`config.mk`:
```
export PLATFORM = sky130hd
export DESIGN_NAME = instr_fetch_flat
export DESIGN_NICKNAME = d
export VERILOG_FILES = /design/src/rtl/instr_fetch_if.sv /design/src/rtl/instr_fetch.sv /design/src/flat_wrapper.sv
export SDC_FILE = /design/constraint.sdc
export NUM_CORES = 1
export LEC_CHECK = 0
export CAP_MARGIN = 20
export CORE_MARGIN = 10
export CORE_UTILIZATION = 35
export DETAILED_ROUTE_END_ITERATION = 6
export DONT_BUFFER_PORTS = 1
export GPL_ROUTABILITY_DRIVEN = 0
export PLACE_DENSITY = 0.47
export SETUP_SLACK_MARGIN = 0.02
export SLEW_MARGIN = 20
export SYNTH_ARGS = -nofsm -noshare
export SYNTH_HDL_FRONTEND = slang
export SYNTH_SLANG_ARGS = --single-unit
```
`constraint.sdc`:
```
create_clock -name clk -period 2.05 [get_ports clk]
set_input_delay 0.205 -clock clk [delete_from_list [all_inputs] [get_ports clk]]
set_output_delay 0.205 -clock clk [all_outputs]
set_load 0.03 [all_outputs]
```
`src/rtl/instr_fetch_if.sv`:
```
// Fetch-side bundle: decoder control, ROM port and the instruction handed to decode.
// The master modport is the fetch unit; the slave modport is the surrounding core/ROM.
interface instr_fetch_if #(
   parameter int ADDR_W  = 6,
   parameter int INSTR_W = 20
);
   logic               start;
   logic               stall;
   logic               branch_en;
   logic [ADDR_W-1:0]  branch_target;
   logic               halt_req;
   logic [ADDR_W-1:0]  rom_addr;
   logic               rom_we;
   logic [INSTR_W-1:0] rom_din;
   logic [INSTR_W-1:0] instr;
   logic [ADDR_W-1:0]  instr_pc;
   logic               instr_valid;
   logic               halted;

   modport master (
      input  start, stall, branch_en, branch_target, halt_req, rom_din,
      output rom_addr, rom_we, instr, instr_pc, instr_valid, halted
   );

   modport slave (
      output start, stall, branch_en, branch_target, halt_req, rom_din,
      input  rom_addr, rom_we, instr, instr_pc, instr_valid, halted
   );
endinterface

```
`src/rtl/instr_fetch.sv`:
```
// Program counter and fetch sequencer in front of a 1-cycle registered-read ROM.
// pc_q always names the address whose data is currently on rom_din.
module instr_fetch #(
   parameter int          ADDR_W   = 6,
   parameter int          INSTR_W  = 20,
   parameter int unsigned RESET_PC = 0
) (
   input  logic          clk,
   input  logic          rst,
   instr_fetch_if.master bus
);

   localparam logic [1:0] IDLE = 2'd0;
   localparam logic [1:0] RUN  = 2'd1;
   localparam logic [1:0] HALT = 2'd2;

   localparam logic [ADDR_W-1:0] PC_RST = ADDR_W'(RESET_PC);

   logic [1:0]        state, state_d;
   logic [ADDR_W-1:0] pc_q, nxt;
   logic              valid_q, valid_d;
   logic              accept;

   assign accept = valid_q & ~bus.stall;

   // NOTE: every output of this block gets a default first so no path leaves a latch.
   always_comb begin
      nxt     = pc_q;
      state_d = state;
      valid_d = 1'b0;
      if (rst) begin
         nxt     = PC_RST;
         state_d = IDLE;
      end else begin
         case (state)
            IDLE: begin
               nxt = PC_RST;
               if (bus.start) begin
                  state_d = RUN;
                  valid_d = 1'b1;
               end
            end
            RUN: begin
               if (accept && bus.branch_en) begin
                  // Branch outranks a simultaneous halt; the halt is dropped.
                  nxt     = bus.branch_target;
                  valid_d = 1'b1;
               end else if (accept && bus.halt_req) begin
                  nxt     = pc_q;
                  state_d = HALT;
               end else if (bus.stall && valid_q) begin
                  // Re-read the same word so rom_din stays stable next cycle.
                  nxt     = pc_q;
                  valid_d = 1'b1;
               end else begin
                  nxt     = pc_q + ADDR_W'(1);
                  valid_d = 1'b1;
               end
            end
            HALT: begin
               if (bus.start) begin
                  // The halting word was already accepted, so resume past it.
                  nxt     = pc_q + ADDR_W'(1);
                  state_d = RUN;
                  valid_d = 1'b1;
               end
            end
            default: begin
               nxt     = PC_RST;
               state_d = IDLE;
            end
         endcase
      end
   end

   // NOTE: sequential state uses non-blocking assignments so all registers update together.
   always_ff @(posedge clk) begin
      if (rst) begin
         state   <= IDLE;
         pc_q    <= PC_RST;
         valid_q <= 1'b0;
      end else begin
         state   <= state_d;
         pc_q    <= nxt;
         valid_q <= valid_d;
      end
   end

   assign bus.rom_addr    = nxt;
   assign bus.rom_we      = 1'b0;
   assign bus.instr       = INSTR_W'(bus.rom_din);
   assign bus.instr_pc    = pc_q;
   assign bus.instr_valid = valid_q;
   assign bus.halted      = (state == HALT);

endmodule

```
`src/flat_wrapper.sv`:
```
// flat-port wrapper written by rule: the top's interface ports become plain ports
module instr_fetch_flat 
#(
   parameter int          ADDR_W   = 6,
   parameter int          INSTR_W  = 20,
   parameter int unsigned RESET_PC = 0
)
  (clk, rst, bus_start, bus_stall, bus_branch_en, bus_branch_target, bus_halt_req, bus_rom_din, bus_rom_addr, bus_rom_we, bus_instr, bus_instr_pc, bus_instr_valid, bus_halted);
  instr_fetch_if #(.ADDR_W(ADDR_W), .INSTR_W(INSTR_W)) bus_i ();
  input  logic clk;
  input  logic rst;
  input wire logic [$bits(bus_i.start)-1:0] bus_start;
  input wire logic [$bits(bus_i.stall)-1:0] bus_stall;
  input wire logic [$bits(bus_i.branch_en)-1:0] bus_branch_en;
  input wire logic [$bits(bus_i.branch_target)-1:0] bus_branch_target;
  input wire logic [$bits(bus_i.halt_req)-1:0] bus_halt_req;
  input wire logic [$bits(bus_i.rom_din)-1:0] bus_rom_din;
  output wire logic [$bits(bus_i.rom_addr)-1:0] bus_rom_addr;
  output wire logic [$bits(bus_i.rom_we)-1:0] bus_rom_we;
  output wire logic [$bits(bus_i.instr)-1:0] bus_instr;
  output wire logic [$bits(bus_i.instr_pc)-1:0] bus_instr_pc;
  output wire logic [$bits(bus_i.instr_valid)-1:0] bus_instr_valid;
  output wire logic [$bits(bus_i.halted)-1:0] bus_halted;
  assign bus_i.start = bus_start;
  assign bus_i.stall = bus_stall;
  assign bus_i.branch_en = bus_branch_en;
  assign bus_i.branch_target = bus_branch_target;
  assign bus_i.halt_req = bus_halt_req;
  assign bus_i.rom_din = bus_rom_din;
  assign bus_rom_addr = bus_i.rom_addr;
  assign bus_rom_we = bus_i.rom_we;
  assign bus_instr = bus_i.instr;
  assign bus_instr_pc = bus_i.instr_pc;
  assign bus_instr_valid = bus_i.instr_valid;
  assign bus_halted = bus_i.halted;
  instr_fetch #(.ADDR_W(ADDR_W), .INSTR_W(INSTR_W), .RESET_PC(RESET_PC)) u_core (.clk(clk), .rst(rst), .bus(bus_i));
endmodule
```
# Word level (Yosys, flattened, before mapping)
# Index checks and enable logic that the tools add are counted.
# word_totals
register_bits,9
out_inout_bits,35
elab_cells,31
# classes
n_bitwise,2
add_sub_neg,1
muxes,14
eq_ne,5
reduce_logical,6
# op_table
cell,n
$mux W6,5
$pmux W6 S2,1
$add A6 B1 Y6 const B,1
$mux W2,3
$ne A2 B1 Y1 const B,2
$pmux W2 S2,1
$logic_and A1 B1 Y1,3
$mux W1,3
$reduce_and A3 Y1,1
$eq A2 B1 Y1 const B,1
$eq A2 B2 Y1 const B,1
$logic_not A2 Y1,1
$ne A2 B2 Y1 const B,1
$pmux W1 S2,1
$reduce_or A2 Y1,1
$and A1 B1 Y1,1
$not A1 Y1,1

# Logic depth before layout (Yosys ltp)
# logic_depth
word_depth,7
mapped_depth,6
mapped_depth_nobuf,6

# Worst setup path after synthesis
# OpenSTA, ideal clock, no wires.
# synth_timing
path_kind,register to output
start,"register u_core.pc_q[0], in the netlist u_core.bus.instr_pc[0]"
end,output port bus_rom_addr[4]
path_stages_with_launch,6
path_slack_ns,-0.146
arrival_ns,1.991
path_cell_list,dfxtp_1 -> ha_1 -> nand3_1 -> nor3_1 -> nor3b_1 -> o32ai_1
# synth_between
elab_chain_len,6
elab_cells_between_ends,7
cone_classes,add/sub: 1; mux: 6
# synth_rtl
element,line_no,text
start: declaration,instr_fetch.sv:20,"logic [ADDR_W-1:0] pc_q, nxt;"
start signal: assignment,instr_fetch.sv:84,pc_q <= nxt;
$add A6 B1 Y6 (*),"instr_fetch.sv:56, instr_fetch.sv:63",
$mux W6,instr_fetch.sv:51,end else if (bus.stall && valid_q) begin
$mux W6,instr_fetch.sv:48,end else if (accept && bus.halt_req) begin
$mux W6,instr_fetch.sv:44,if (accept && bus.branch_en) begin
$pmux W6 S2 (*),instr_fetch.sv:35,case (state)
$mux W6 (*),instr_fetch.sv:31,if (rst) begin
end: declaration,flat_wrapper.sv:18,output wire logic [$bits(bus_i.rom_addr)-1:0] bus_rom_addr;
# Mark *: on every way between the ends. The rest lies on a longest branch, timed or not.

# Worst setup path in the final report
# layout_timing
start,register u_core.state[0]
end,output port bus_rom_addr[4]
# layout_between
elab_chain_len,3
elab_cells_between_ends,4
cone_classes,eq/ne: 2; mux: 2
# layout_rtl
element,line_no,text
start: declaration,instr_fetch.sv:19,"logic [1:0] state, state_d;"
start signal: assignment,instr_fetch.sv:83,state <= state_d;
$eq A2 B2 Y1 or $eq A2 B1 Y1 (tied branches),instr_fetch.sv:35,
$pmux W6 S2 (*),instr_fetch.sv:35,
$mux W6 (*),instr_fetch.sv:31,
# Marks and branches as above.

==> results.yml <==
outcome:
  status: "complete, no violations"
route:
  drc: 0
  via_per_inst: 5.748
  wl_met2_mm: 1.417
  routed-wl-met3_um: 340
  drt.antenna.violating_nets: 0
  wirelength_mm: 2.604
  drtIter0Drc: 47
  vias: 776
  first_pass_iters: 4
  wl_per_cell_um: 19.29
  highest_layer: "met4"
  met1_length_um: 806
die:
  die_area_um2: 4988
  start_util: 0.3654
  ios: 67
  std_cell_rows: 18
  die_w_um: 70.63
  coreArea_um2: 2455
  die_y_um: 70.63
power:
  power.internal_w: 0.0003430
  p_per_area_nw_per_um2: 541.3
  pwr-share-seq: 0.371
  p_sw_frac: 0.3606
  p_total_w: 0.0005364
  p_switching_w: 0.0001934
  comb_power_share: 0.343
  clock_power_share: 0.286
  p_leak_nw: 0.3840
  ir_drop_mv: 0.3042
setup_path:
  max_stage_delay_ns: 0.33
  worstSetupPathType: "reg2out"
  worst-path-max-fanout: 6
  required_ns: 1.85
  cp-end-kind: "output port"
  path_cells: "inv_1 -> ha_1 -> nor2b_4 -> nand2_4 -> buf_6 -> o32ai_2 -> buf_4"
  startpoint_type: "register"
  worstPathArrival_ns: 1.77
  critPathSlowestCell: "dfxtp_2"
timing:
  skew_ns: 0.0007661
  hold_violations: 0
  fin_crit_ns: 1.977
  max_freq_mhz: 505.8
  finalCritPeriodShare: 0.9644
  setup_slack_ns: 0.07296
  rsz0062_at_grt: "true"
  fin_tns_setup_ns: 0
  final_max_slew_viol_count: 0
  setup_viol: 0
layout:
  final_cell_mix: "14 x buf_4, 7 x nor2_1, 7 x nand2_1, 7 x dfxtp_1"
  drive_above_1_share: 0.3429
  num_antenna_cells: 0
  final_common_cell: "buf_4"
  area_delta_synth_final_pct: 10.46
  final_nets: 143
clock_network:
  path_clk_slew_ns: 0.07
  cts_root_buffer: "clkbuf_4"
  cts_buffer_depth: 2
  numCtsBuffers: 3
  cts.sinks: 9
  cts_tree: "done"
  htree_levels: 1
  clkLatencyLatePin_ns: 0.27
yosys:
  synth_top_area_share: 0.2008
  synth_flop_cell: "dfxtp_1"
  ys_seq_area_frac: 0.2008
  synth_edf_count: 0
  syn-num-nets: 145
  synth.distinct_cells: 36
  ys_ff_latch: 9
  synthTopCellsByArea: "dfxtp_1 20%, buf_4 19%, ha_1 7.0%, a221o_1 4.5%, o32ai_1 3.9%"
  async_reset_ff_frac: 0
  synth_largest_area_cell: "dfxtp_1"
  yosys_warnings: 0
  netlist_instances: 108
  syn_area_um2: 897.1
  synth_area_per_cell_um2: 8.307
place:
  dp_slack_ns: 0.1683
  io_buffers: 0
  hpwl_mm: 2.100
flow_run:
  maxCapViolCount: 0
min_path:
  hold_path_class: "in2reg"
grt:
  grt_max_degree: 9
  first_global_vias: 820
  grt_usage: 0.1002
  antenna_found_initial: 0
  grt.overflow.total: 0
  grt_pass1_wl_mm: 4.105
## critical path: cells and delay by family, from the launching register on
kind | cells | cell delay (ns)
AO/OA/AOI/OAI | 1 | 0.24
adder cells (fa/ha/maj) | 1 | 0.28
buffers and inverters | 3 | 0.41
flip-flops | 1 | 0.33
AND/OR/NAND/NOR | 2 | 0.24
## layout make-up
cell class | count | area, µm²
flip-flops and latches | 9 | 182.7
multi-input cells | 73 | 599.3
clock buffers | 4 | 26.28
well taps | 30 | 37.54
fillers | 252 | 1464
repair buffers | 17 | 137.6
inverters | 2 | 7.507
## cell families (layout without fill, tap and decap cells)
group	after synthesis	count (layout)	share of synthesized area
buffers and inverters	26	23	0.2064
adders and majority gates	5	5	0.06974
xor gates and xnor gates	7	7	0.06834
and+or+nand+nor	33	33	0.2078
other	1	1	0.004180
muxes	2	2	0.02232
AOI/OAI and AO/OA	25	25	0.2204
DFF	9	9	0.2008
## per-stage QoR
stage	instance area (µm²)	instances	utilization	hold slack [ns]
after floorplan	912.1	108	-	0.2741
after global placement	869.6	127	0.3542	0.2771
after detailed placement	869.6	127	0.3542	0.2797
after CTS	944.7	134	0.3848	0.05700
after global routing	991.0	135	0.4037	0.05748
final	991.0	135	0.4037	0.06537
## registers in the layout, summed over array words and instances, names as in the netlist
name	count
u_core.bus.instr_pc	6
u_core.state	2
u_core.bus.instr_valid	1
## layer usage
layer / track usage / vias up
met2: 0.1926 / 49
met4: 0.03226 / 0
li1: - / 368
met5: 0 / -
met3: 0.07392 / 9
met1: 0.07506 / 350
## synthesized netlist by cell type (3+ instances only)
cell	number
buf_4	23
dfxtp_1	9
nor2_1	9
nand2_1	8
ha_1	5
a221o_1	4
o32ai_1	4
xnor2_1	4
nand3_1	3
o21ai_0	3
xor2_1	3
## worst paths after layout
path	start	to	slack, ns	cells after the start
worst max register to register	u_core.state[0]$_SDFFE_PP0P_	u_core.bus.instr_pc[2]$_SDFF_PP0_	0.63	6
worst min register to register	u_core.state[0]$_SDFFE_PP0P_	u_core.state[0]$_SDFFE_PP0P_	0.58	3
worst min-delay path	bus_branch_target[2]	u_core.bus.instr_pc[2]$_SDFF_PP0_	0.07	1
worst max-delay path	u_core.state[0]$_SDFFE_PP0P_	bus_rom_addr[4]	0.07	7
## repair_timing
| item | 4_1_cts | 5_1_grt |
|---|---|---|
| gates resized for setup | 10 | 7 |
| endpoints found under the hold margin | 3 | 0 |
| endpoints found under the setup margin | 6 | 6 |
| hold buffers | 1 | 0 |
| cloned | 0 | 0 |
| buffers inserted | 2 | 1 |
| pin swaps | 1 | 1 |
## power groups by stage
stage / Clock (W) / Sequential [W] / Combinational, W
after global routing: 0.000164 / 0.000201 / 0.000199
after detailed placement: 0 / 0.000206 / 0.000146
after floorplan: 0 / 0.000213 / 0.000179
after CTS: 0.000158 / 0.000201 / 0.000171
after global placement: 0 / 0.000204 / 0.000143
final: 0.000153 / 0.000199 / 0.000184
(Power assumes the default switching activity.)
